[config.mk]
export PLATFORM = sky130hd
export DESIGN_NAME = bisr_ru_allocator_os
export DESIGN_NICKNAME = d
export VERILOG_FILES = /design/src/rtl/bisr_ru_allocator_os.sv
export SDC_FILE = /design/constraint.sdc
export NUM_CORES = 1
export LEC_CHECK = 0
export CAP_MARGIN = 20
export CORE_ASPECT_RATIO = 0.7
export CORE_MARGIN = 4
export CORE_UTILIZATION = 45
export CTS_CLUSTER_SIZE = 10
export DETAILED_ROUTE_END_ITERATION = 8
export PLACE_DENSITY = 0.8
export REMOVE_ABC_BUFFERS = 1
export SLEW_MARGIN = 25
export SYNTH_ARGS = -nofsm -noshare
export SYNTH_HDL_FRONTEND = slang
export SYNTH_SLANG_ARGS = --single-unit
[constraint.sdc]
create_clock -name clk -period 10 [get_ports clk]
set_clock_uncertainty 0.1 [all_clocks]
set_input_delay 2 -clock clk [delete_from_list [all_inputs] [get_ports clk]]
set_output_delay 2 -clock clk [all_outputs]
set_load 0.01 [all_outputs]
[src/rtl/bisr_ru_allocator_os.sv]
// bisr_ru_allocator_os
// Snapshots the STW fault map, scans it one PE per cycle to hand out up to
// NUM_RU recompute-unit slots, flags overflow as unrepairable, and then
// substitutes valid RU results into the registered bottom-output bus.
module bisr_ru_allocator_os #(
    parameter  int ROWS      = 4,
    parameter  int COLS      = 4,
    parameter  int WORD_SIZE = 16,
    parameter  int NUM_RU    = 4,
    parameter  int SCAN_MODE = 0,
    localparam int RW        = $clog2(ROWS),
    localparam int CW        = $clog2(COLS),
    localparam int FCW       = $clog2(ROWS*COLS+1)
) (
    input  logic                        clk,
    input  logic                        rst,
    input  logic                        stw_complete,
    input  logic [ROWS*COLS-1:0]        stw_result_mat,
    input  logic                        alloc_start,
    input  logic [COLS*WORD_SIZE-1:0]   systolic_bottom_out,
    input  logic [NUM_RU*WORD_SIZE-1:0] rcm_bottom_out,
    input  logic [NUM_RU-1:0]           ru_output_valid,
    output logic [NUM_RU-1:0]           ru_en,
    output logic [RW*NUM_RU-1:0]        ru_row_mapping,
    output logic [CW*NUM_RU-1:0]        ru_col_mapping,
    output logic [FCW-1:0]              fault_count,
    output logic                        unrepairable,
    output logic                        alloc_done,
    output logic [COLS*WORD_SIZE-1:0]   merged_bottom_out
);

    localparam int NPE = ROWS*COLS;
    localparam int IW  = $clog2(NPE);
    localparam int SW  = $clog2(NUM_RU+1);

    typedef enum logic [1:0] {
        S_IDLE = 2'd0,
        S_SCAN = 2'd1,
        S_DONE = 2'd2
    } state_t;

    state_t                 r_state;
    logic [NPE-1:0]         r_snap;
    logic [FCW-1:0]         r_idx;
    logic [RW-1:0]          r_row;
    logic [CW-1:0]          r_col;
    logic [SW-1:0]          r_slot;
    logic [NUM_RU-1:0]      r_ru_en;
    logic [RW-1:0]          r_row_map [NUM_RU];
    logic [CW-1:0]          r_col_map [NUM_RU];
    logic [FCW-1:0]         r_fault_count;
    logic                   r_unrep;
    logic                   r_done;
    logic [COLS*WORD_SIZE-1:0] r_merged;

    logic                   w_start;
    logic                   w_scan_end;
    logic [IW-1:0]          w_pe_idx;
    logic                   w_pe_faulty;
    logic                   w_slot_free;
    logic                   w_row_last;
    logic                   w_col_last;
    logic [COLS*WORD_SIZE-1:0] w_merge_next;

    // A new allocation may begin from IDLE or DONE, never mid-scan, and only
    // once the fault map is stable.
    assign w_start     = alloc_start && stw_complete && (r_state != S_SCAN);

    // The index runs one past the last PE so that the finishing step takes
    // its own edge after the final visit.
    assign w_scan_end  = (r_idx == FCW'(NPE));

    // Row/column are tracked as cursors instead of dividing the index.
    assign w_pe_idx    = IW'(r_row) * IW'(COLS) + IW'(r_col);
    assign w_pe_faulty = (r_state == S_SCAN) && !w_scan_end && r_snap[w_pe_idx];
    assign w_slot_free = (r_slot != SW'(NUM_RU));
    assign w_row_last  = (r_row == RW'(ROWS-1));
    assign w_col_last  = (r_col == CW'(COLS-1));

    // Allocation FSM: snapshot on start, one PE per cycle, then hold results.
    always_ff @(posedge clk or posedge rst) begin
        if (rst) begin
            r_state       <= S_IDLE;
            r_snap        <= '0;
            r_idx         <= '0;
            r_row         <= '0;
            r_col         <= '0;
            r_slot        <= '0;
            r_ru_en       <= '0;
            r_fault_count <= '0;
            r_unrep       <= 1'b0;
            r_done        <= 1'b0;
            for (int k = 0; k < NUM_RU; k++) begin
                r_row_map[k] <= '0;
                r_col_map[k] <= '0;
            end
        end else if (w_start) begin
            r_state       <= S_SCAN;
            r_snap        <= stw_result_mat;
            r_idx         <= '0;
            r_row         <= '0;
            r_col         <= '0;
            r_slot        <= '0;
            r_ru_en       <= '0;
            r_fault_count <= '0;
            r_unrep       <= 1'b0;
            r_done        <= 1'b0;
            for (int k = 0; k < NUM_RU; k++) begin
                r_row_map[k] <= '0;
                r_col_map[k] <= '0;
            end
        end else if (r_state == S_SCAN) begin
            if (w_scan_end) begin
                r_state <= S_DONE;
                r_done  <= 1'b1;
            end else begin
                r_idx <= r_idx + FCW'(1);
                // Row-major walks columns fastest; column-major walks rows.
                if (SCAN_MODE == 0) begin
                    if (w_col_last) begin
                        r_col <= '0;
                        r_row <= w_row_last ? '0 : r_row + RW'(1);
                    end else begin
                        r_col <= r_col + CW'(1);
                    end
                end else begin
                    if (w_row_last) begin
                        r_row <= '0;
                        r_col <= w_col_last ? '0 : r_col + CW'(1);
                    end else begin
                        r_row <= r_row + RW'(1);
                    end
                end
                if (w_pe_faulty) begin
                    r_fault_count <= r_fault_count + FCW'(1);
                    if (w_slot_free) begin
                        for (int k = 0; k < NUM_RU; k++) begin
                            if (r_slot == SW'(k)) begin
                                r_ru_en[k]   <= 1'b1;
                                r_row_map[k] <= r_row;
                                r_col_map[k] <= r_col;
                            end
                        end
                        r_slot <= r_slot + SW'(1);
                    end else begin
                        r_unrep <= 1'b1;
                    end
                end
            end
        end
    end

    // Per-column output select; slots are searched from the top down so that
    // the lowest matching slot index is the one left standing.
    genvar gi;
    generate
        for (gi = 0; gi < COLS; gi++) begin : g_col
            logic [WORD_SIZE-1:0] w_word;
            // Choose between the array column and a covering RU result.
            always_comb begin
                w_word = systolic_bottom_out[gi*WORD_SIZE +: WORD_SIZE];
                if (r_state == S_DONE) begin
                    for (int k = NUM_RU-1; k >= 0; k--) begin
                        if (r_ru_en[k] && ru_output_valid[k] &&
                            (r_col_map[k] == CW'(gi))) begin
                            w_word = rcm_bottom_out[k*WORD_SIZE +: WORD_SIZE];
                        end
                    end
                end
            end
            assign w_merge_next[gi*WORD_SIZE +: WORD_SIZE] = w_word;
        end

        for (gi = 0; gi < NUM_RU; gi++) begin : g_map
            assign ru_row_mapping[gi*RW +: RW] = r_row_map[gi];
            assign ru_col_mapping[gi*CW +: CW] = r_col_map[gi];
        end
    endgenerate

    // Merged bus is refreshed every cycle with one cycle of latency.
    always_ff @(posedge clk or posedge rst) begin
        if (rst) begin
            r_merged <= '0;
        end else begin
            r_merged <= w_merge_next;
        end
    end

    assign ru_en             = r_ru_en;
    assign fault_count       = r_fault_count;
    assign unrepairable      = r_unrep;
    assign alloc_done        = r_done;
    assign merged_bottom_out = r_merged;

endmodule

==> impl_results.md, run 1 <==
- CP Max Fanout: 17
- Synth Register Bits: 120
- Routability Congestion: 0.877
- Post-cts sizing count: 0
- PortBufs: ~240
- Nets@finish: 1188
- Routed WL: 28.1 mm
- Antenna Nets Post-Route: 0
- Initial DRC count: ~780
- Ports: 243
- Power Density: 236 nW/um^2
- CP cell instances: clkdlybuf4s50_1 -> nand2_1 -> or3_1 -> nand2_1 -> o221ai_1
- Clk_lat worst skew: 410 ps
- CTS H-tree lvls: 4
- First-pass GRT wire length: 43.1 mm
- Vias: 7690
- WS Path Type: primary input to flop
- R2R cell count: 4
- Fin crit period: between 4000 and 5000 ps
- Hold_ws: between 300 and 400 ps
- Synth Warn #: 0
- Mapped Cells: 807
- Max-cap viol count: 0
- Status: complete, no violations
- RSZ-0062 raised after global routing: no
- Most Frequent Cell on Critical Path: nand2_1
- Setup slack after layout: 5830 ps
- CP peak stage delay: roughly 700 ps
- Commonest cells after routing, fill and taps aside: clkdlybuf4s50_1, nand2_1, dfrtp_1
- WL met1: 11.8 mm
- Vias per cell: 6.20
- Register Area: 3000 sq um
- CTS tree: done
- Mean post-synth cell area: 8.95 sq um
- Final hold vios: 0
- Commonest non-fill, non-tap cell in the layout: clkdlybuf4s50_1
- Layout cell share with drive strength beyond 1: 0.0635
- R2r endpoint: merged_bottom_out[3]$_DFF_PP0_
- Highest routed metal layer: met5
- Final Setup Violations: 0
- Post-CTS Setup Repair Bufs: 0
- Drt first pass iters: 5
- Crit path arrival time: 4370 ps
- Fin cells: 1240
- Slew Limit Headroom: 0.350
- Die height: 114 um
- Worst Hold Depth: 2
- Clock Pin Slew Worst Setup and Hold Paths: 60 ps
- Register area share after synthesis: 0.416
- CTS Buf Count: 17
- Fin crit share: 0.417
- Core Region: 15600 sq um
- Worst r2r src: ru_en[0]$_DFFE_PP0P_
- Area of the mapped netlist: 7220 sq um
- Initial antenna violation count: 1
- Largest net degree at the start of global routing: 79
- Die ar.: ~18000 sq um
- Maximum clock path buffer count: 2
- Initial Utilization: 0.463
- Leak Pwr: 4.64 nW
- Worst vdd ir: 0.150 mV
- Worst slack, placed: 5510 ps
- Commonest register cell after synthesis: dfrtp_1
- Dpl cells: 1207
- Max-slew violation count: 0
- Aggregate global routing overflow: 0
- CP max-delay cell: nand2_1
- Die span in x: between 150 and 200 um
- Hold-fix buffers, CTS: 0
- Vias in the first global route: about 7600
- Fmax: 240 MHz
- Post-synth EDFFs: 0
- Worst Hold Launch: r_snap[6]$_DFFE_PP0N_
- CP Launch Type: primary input
- Cell variety after synth: 47
- Post-DP HPWL: 18.9 mm
- GRT Total Usage: 0.303
- Met2 WL: 12.3 mm
- Hold Path End: r_snap[6]$_DFFE_PP0N_
- CP Capture Type: flop
- Post-synth ARST share: 1.00
- DRC Markers: 0
- CP Data Required Time: 10210 ps
- Area Growth Syn to Fin: 44.2%
- Actual slew at the worst max-slew pin: 972 ps
- Final setup TNS: 0 ps
- Rows: 38
- Filler cells: 1236
- WL met3: 3.10 mm
- Multi-input logic area: 3920 sq um
- Clock Root Buffer: clkbuf_16
- Drt wl/cell: 22.7 um
- Clock sink total: 120
- R2R setup slack: 7460 ps
- Hold Path Class: flop to flop
[worst max path at each step]
stage / slack (ps) / depth (start not counted) / from / endpoint
CTS: 5920 / 5 / ru_output_valid[0] / merged_bottom_out[3]$_DFF_PP0_
detailed placement: 5510 / 5 / ru_output_valid[0] / merged_bottom_out[3]$_DFF_PP0_
floorplan: 4710 / 1 / rst / fault_count[0]$_DFFE_PP0P_
finish: 5830 / 5 / ru_output_valid[0] / merged_bottom_out[3]$_DFF_PP0_
global route: 5760 / 5 / ru_output_valid[0] / merged_bottom_out[15]$_DFF_PP0_
global placement: 5470 / 5 / ru_output_valid[0] / merged_bottom_out[3]$_DFF_PP0_
[power breakdown]
group	leakage, nW	switching [mW]	internal (mW)
Combinational	2.90	0.576	0.467
Sequential	1.45	0.126	0.621
Clock	0.293	0.245	0.419
Total	4.64	0.946	1.51
[final cells by class]
| cell class | instances | share of cell area |
|---|---|---|
| tap | 200 | 0.0240 |
| timing repair buffer | 260 | 0.246 |
| inverter | 12 | 0.00456 |
| antenna | 1 | 0.000240 |
| sequential | 120 | 0.288 |
| multi-input combinational | 615 | 0.377 |
| clock inverter | 14 | 0.0191 |
| clock buffer | 18 | 0.0412 |
[state kept, by name, indices dropped and copies added (netlist names)]
name,count
fault_count,5
merged_bottom_out,64
r_col,2
r_idx,5
r_row,2
r_slot,3
r_snap,16
r_state,2
ru_col_mapping,8
ru_en,4
ru_row_mapping,8
unrepairable,1
[cell families (layout without fill, tap and decap cells)]
kind of cell,after synthesis,after routing,share of synthesized area
adder cells (fa/ha/maj),10,10,0.0173
other,0,1,0
XOR/XNOR,3,3,0.00364
AO/OA/AOI/OAI,245,245,0.239
multiplexers,91,91,0.126
buffers and inverters,72,304,0.0443
flip-flops,120,120,0.416
AND/OR/NAND/NOR,266,266,0.154
[layer usage]
layer / track usage / up-vias
met5: 0 / -
met4: 0.136 / 2
met3: 0.0704 / 72
met2: 0.455 / 531
met1: 0.422 / 3664
li1: - / 3421
[worst max-delay path, delay by kind of cell]
kind                   cells  cell delay, ps
AND/OR/NAND/NOR            3            1510
AO/OA/AOI/OAI              1             390
buffers and inverters      1             450
[through the flow]
| stage | instance area (sq um) | total power [mW] | util |
|---|---|---|---|
| finish | 10400 | 2.45 | 0.668 |
| global route | 10400 | 2.59 | 0.668 |
| CTS | 10400 | 2.44 | 0.668 |
| detailed placement | 9780 | 1.77 | 0.627 |
| global placement | 9780 | 1.74 | 0.627 |
| floorplan | 6950 | 1.33 | - |
[cell usage after synthesis (3+ instances only)]
cell type,count,area share
inv_1,12,0.0062
nor2_1,60,0.031
nand4_1,7,0.0061
nand3_1,7,0.0048
a31o_1,3,0.0036
o221ai_1,64,0.078
o31ai_1,3,0.0031
nor3_1,3,0.0021
xor2_1,3,0.0036
o21a_1,5,0.0052
o21ai_0,17,0.012
buf_6,4,0.0062
o211a_4,3,0.0073
a211oi_1,52,0.054
dfrtp_1,120,0.42
buf_2,10,0.0069
a21oi_1,84,0.058
nand4b_1,5,0.0061
ha_1,10,0.017
a31oi_1,3,0.0026
clkbuf_1,43,0.022
nand2_1,169,0.088
mux2i_1,91,0.13
Power figures use the tool's default switching activity.
==> run 2: changes to the inputs <==
- CORE_UTILIZATION: 45 -> 42
- PLACE_DENSITY: 0.8 -> 0.79
- clock period: 10 -> 3.7 ns (I/O delays scaled with it)
==> impl_results.md, run 2 (synthesis gave the netlist of run 1 again) <==
- CP bufs+invs: 2
- Hold Path Class: flop to flop
- Max-cap viol count: 0
- Slew Limit Headroom: 0.398
- Drt wl/cell: 22.3 um
- Commonest non-fill, non-tap cell in the layout: clkdlybuf4s50_1
- Layout cell share with drive strength beyond 1: 0.0651
- Worst vdd ir: 0.326 mV
- GRT Total Usage: 0.286
- Post-DP HPWL: 19.4 mm
- Initial antenna violation count: 1
- Clock sink total: 120
- Final Setup Violations: 0
- Design Power: approximately 6.4 mW
- Filler cells: 1416
- Diodes inserted: 0
- R2R cell count: 3
- Rows: 39
- CP max-delay cell: nand2_1
- Clk_lat worst skew: 420 ps
- Worst Hold Launch: fault_count[4]$_DFFE_PP0P_
- Final hold vios: 0
- Nets@finish: about 1200
- CP peak stage delay: ~560 ps
- Worst r2r src: r_state[1]$_DFFE_PP0P_
- Register Area: 3000 sq um
- Drt first pass iters: 7
- Maximum clock path buffer count: 2
- Fin crit share: 0.690
- RSZ-0062 raised after global routing: no
- Initial DRC count: 927
- Actual slew at the worst max-slew pin: 901 ps
- Antenna Nets Post-Route: 0
- CTS tree: done
- Vias per cell: 6.06
- Crit-path leading delay family: simple AND/OR/NAND/NOR gates
- Power Density: between 600 and 700 nW/um^2
- Dpl cells: about 1200
- Aggregate global routing overflow: 0
- Number of cells on the critical path: 6
- Die ar.: slightly below 20000 sq um
- R2R setup slack: around 1200 ps
- DRC Markers: 0
- Initial Utilization: 0.435
- Largest net degree at the start of global routing: 69
- Area Growth Syn to Fin: 44.2%
- Ports: 243
- Multi-input logic area: 3920 sq um
- Vias: 7693
- CP Max Fanout: 17
- PortBufs: 242
- CP cell instances: clkdlybuf4s50_1 -> nand2_1 -> or3_1 -> buf_4 -> nand2_1 -> o221ai_1
- Status: complete, no violations
- CTS Buf Count: 17
- Die span in x: 165 um
- Max-slew violation count: 0
- Die height: between 100 and 150 um
- First-pass GRT wire length: 42.8 mm
- Post-CTS Setup Repair Bufs: 0
- Vias in the first global route: 7316
- Clock Root Buffer: clkbuf_16
- Clock Pin Slew Worst Setup and Hold Paths: 60 ps
- Core Region: 16600 sq um
- Number of flip-flops under the largest register name: 64
- CP Capture Type: flop
- CP Launch Type: primary input
- Commonest cells after routing, fill and taps aside: clkdlybuf4s50_1, nand2_1, dfrtp_1
- Routability Congestion: 0.862
- Fin cells: 1269
- WS Path Type: primary input to flop
- CTS H-tree lvls: 4
- Final setup TNS: 0 ps
- CP Data Required Time: 3850 ps
- Hold-fix buffers, CTS: 0
- Post-cts sizing count: 0
- R2r endpoint: merged_bottom_out[32]$_DFF_PP0_
- Leak Pwr: 4.65 nW
- Crit path arrival time: between 2000 and 3000 ps
- Fmax: just under 400 MHz
- Most Frequent Cell on Critical Path: nand2_1
- Hold Path End: fault_count[4]$_DFFE_PP0P_
- Fin crit period: 2550 ps
- Routed WL: 28.3 mm
- Worst Hold Depth: 1
-- run 2: changes by cell type in the layout (fill, tap and decap cells not counted), sizes merged --
| cell | previous run | this run |
|---|---|---|
| inv | 14 | 12 |
| buf | 18 | 24 |
| clkinvlp | 4 | 3 |
| diode | 1 | 0 |
| clkbuf | 18 | 23 |
| bufinv | 4 | 1 |
-- run 2: area by class of cell --
class,count,area share
clock buffer,23,0.0459
timing repair buffer,266,0.251
sequential,120,0.288
clock inverter,8,0.00696
multi-input combinational,615,0.377
tap,225,0.0270
inverter,12,0.00456
-- run 2: worst max path at each step --
| stage | end | from | slack (ps) |
|---|---|---|---|
| global placement | merged_bottom_out[5]$_DFF_PP0_ | ru_output_valid[0] | 890 |
| detailed placement | merged_bottom_out[1]$_DFF_PP0_ | ru_output_valid[0] | 780 |
| finish | merged_bottom_out[11]$_DFF_PP0_ | ru_output_valid[0] | 1150 |
| floorplan | fault_count[0]$_DFFE_PP0P_ | rst | -330 |
| CTS | merged_bottom_out[1]$_DFF_PP0_ | ru_output_valid[0] | 1200 |
| global route | merged_bottom_out[12]$_DFF_PP0_ | ru_output_valid[0] | 1110 |
-- run 2: metrics by stage --
step,hold slack [ps],utilization,instance area [sq um],setup slack [ps]
2_1_floorplan,345,-,6950,-326
3_3_place_gp,357,0.595,9870,892
3_5_place_dp,362,0.595,9870,778
4_1_cts,376,0.628,10400,1200
5_1_grt,390,0.628,10400,1110
6_report,376,0.628,10400,1150
-- run 2: power by group --
| part | internal (mW) | total, mW | switching (mW) |
|---|---|---|---|
| registers | 1.68 | 2.02 | 0.339 |
| clock network | 0.967 | 1.58 | 0.609 |
| logic | 1.27 | 2.83 | 1.55 |
| total | 3.92 | 6.42 | 2.50 |
-- run 2: worst register-to-register path, delay by kind of cell, from the launching register on --
family	cells	cell delay, ps
compound gates	1	450
flops	1	460
simple gates	2	1410
-- run 2: layer usage --
metal | vias to the layer above | part of all wire | global-route usage
met5 | - | 0.00042 | 0
met4 | 2 | 0.032 | 0.100
met3 | 84 | 0.11 | 0.0791
met2 | 513 | 0.43 | 0.413
met1 | 3658 | 0.43 | 0.410
li1 | 3436 | - | -
==> run 3: changes to the inputs <==
- CORE_UTILIZATION: 42 -> 45
- PLACE_DENSITY: 0.79 -> 0.8
- clock period: 3.7 -> 2.5 ns (I/O delays scaled with it)
==> impl_results.md, run 3 (synthesis gave the netlist of run 1 again) <==
- Status: complete, no violations
- Crit path arrival time: ~2400 ps
- Clock sink total: 120
- CP Data Required Time: between 2000 and 3000 ps
- Drt first pass iters: 5
- Final Setup Violations: 0
- Max-cap viol count: 0
- Crit-path leading delay family: simple AND/OR/NAND/NOR gates
- Hold Path Class: primary input to async pin
- Hold-fix buffers, CTS: 0
- CTS tree: done
- Critical Path End: ru_col_mapping[1]$_DFFE_PP0P_
- First-pass GRT wire length: 43.6 mm
- CP bufs+invs: 0
- Routability Congestion: 0.871
- Setup slack after layout: 314 ps
- Area Growth Syn to Fin: 48.2%
- Filler cells: approximately 1200
- Core Region: 15600 sq um
- Fin crit period: 2190 ps
- Routed WL: 28.1 mm
- Number of flip-flops under the largest register name: 64
- CP cell instances: nor2b_2 -> o31ai_1 -> nor2_1 -> o211a_4 -> mux2i_1
- Layout cell share with drive strength beyond 1: 0.0827
- WS Path Type: flop to flop
- GRT Total Usage: 0.306
- Vias: approximately 7800
- RSZ-0062 raised after global routing: no
- Vias per cell: 6.13
- Leak Pwr: 4.82 nW
- Antenna Nets Post-Route: 0
- Nets@finish: between 1000 and 1500
- Power Density: 931 nW/um^2
- Maximum clock path buffer count: 2
- CP peak stage delay: 590 ps
- Crit path launch: r_state[0]$_DFFE_PP0P_
- CTS Buf Count: 17
- Aggregate global routing overflow: 0
- R2r endpoint: ru_col_mapping[1]$_DFFE_PP0P_
- Commonest cells after routing, fill and taps aside: clkdlybuf4s50_1, nand2_1, dfrtp_1
- Final hold vios: 0
- Utilization after layout: 0.687
- DRC Markers: 0
- Die height: 114 um
- PortBufs: 242
- Die ar.: 18200 sq um
- Initial antenna violation count: 0
- Initial DRC count: ~950
- Post-CTS Setup Repair Bufs: 0
- Worst r2r src: r_state[0]$_DFFE_PP0P_
- Clk_lat worst skew: 410 ps
- CP max-delay cell: nor2_1
- CP Launch Type: flop
- Post-DP HPWL: 19.4 mm
- Worst slack, placed: between 80 and 90 ps
- Diodes inserted: 0
- CP Max Fanout: 9
- Largest net degree at the start of global routing: 46
- Clock Root Buffer: clkbuf_16
- Slew Limit Headroom: 0.513
- Final setup TNS: 0 ps
- Fmax: 457 MHz
- CTS H-tree lvls: 4
- Vias in the first global route: 7713
- Die span in x: 159 um
- Commonest non-fill, non-tap cell in the layout: clkdlybuf4s50_1
- Rows: 38
- Ports: around 240
- CP Capture Type: flop
- R2R cell count: 5
- Number of cells on the critical path: 5
- Actual slew at the worst max-slew pin: 728 ps
- Max-slew violation count: 0
- Fin crit share: 0.874
- Post-cts sizing count: 0
- Worst vdd ir: 0.548 mV
- Clock Pin Slew Worst Setup and Hold Paths: 60 ps
- Initial Utilization: 0.463
- Drt wl/cell: 22.2 um
- R2R setup slack: 310 ps
[run 3: cell type report]
type	count	area [sq um]	share of cell area
clock inverter	10	168	0.0157
tap	200	250	0.0234
sequential	120	3000	0.280
multi-input combinational	615	3920	0.366
inverter	12	47.5	0.00444
timing repair buffer	285	2860	0.267
clock buffer	22	464	0.0433
[run 3: how the worst min path moves through the flow]
stage / endpoint / start / slack [ps]
4_1_cts: merged_bottom_out[19]$_DFF_PP0_ / rst / 340
2_1_floorplan: r_snap[0]$_DFFE_PP0N_ / r_snap[0]$_DFFE_PP0N_ / 340
5_1_grt: merged_bottom_out[23]$_DFF_PP0_ / rst / 350
3_3_place_gp: r_snap[2]$_DFFE_PP0N_ / r_snap[2]$_DFFE_PP0N_ / 360
6_report: merged_bottom_out[23]$_DFF_PP0_ / rst / 330
3_5_place_dp: r_snap[12]$_DFFE_PP0N_ / r_snap[12]$_DFFE_PP0N_ / 360
[run 3: where the power goes]
group | total [mW] | switching (mW) | internal, mW
logic | 4.33 | 2.32 | 2.01
clock network | 2.66 | 0.929 | 1.73
registers | 2.97 | 0.490 | 2.48
[run 3: metrics by stage]
step | hold WS [ps] | total power, mW | area, sq um | instances
after global routing | 346 | 10.6 | 10700 | 1264
after global placement | 358 | 7.13 | 10100 | 1232
after floorplan | 345 | 5.33 | 6950 | 747
final | 329 | 9.96 | 10700 | 1264
after detailed placement | 362 | 7.25 | 10100 | 1232
after CTS | 339 | 9.96 | 10700 | 1264
[run 3: per-layer routing]
layer / share of wire / wire, um / vias up / GRT usage
met3: 0.10 / 2940 / 86 / 0.0758
met4: 0.036 / 1010 / 0 / 0.129
met5: 0 / 0 / - / 0
met1: 0.42 / 11800 / 3679 / 0.419
met2: 0.44 / 12300 / 514 / 0.468
li1: - / - / 3474 / -
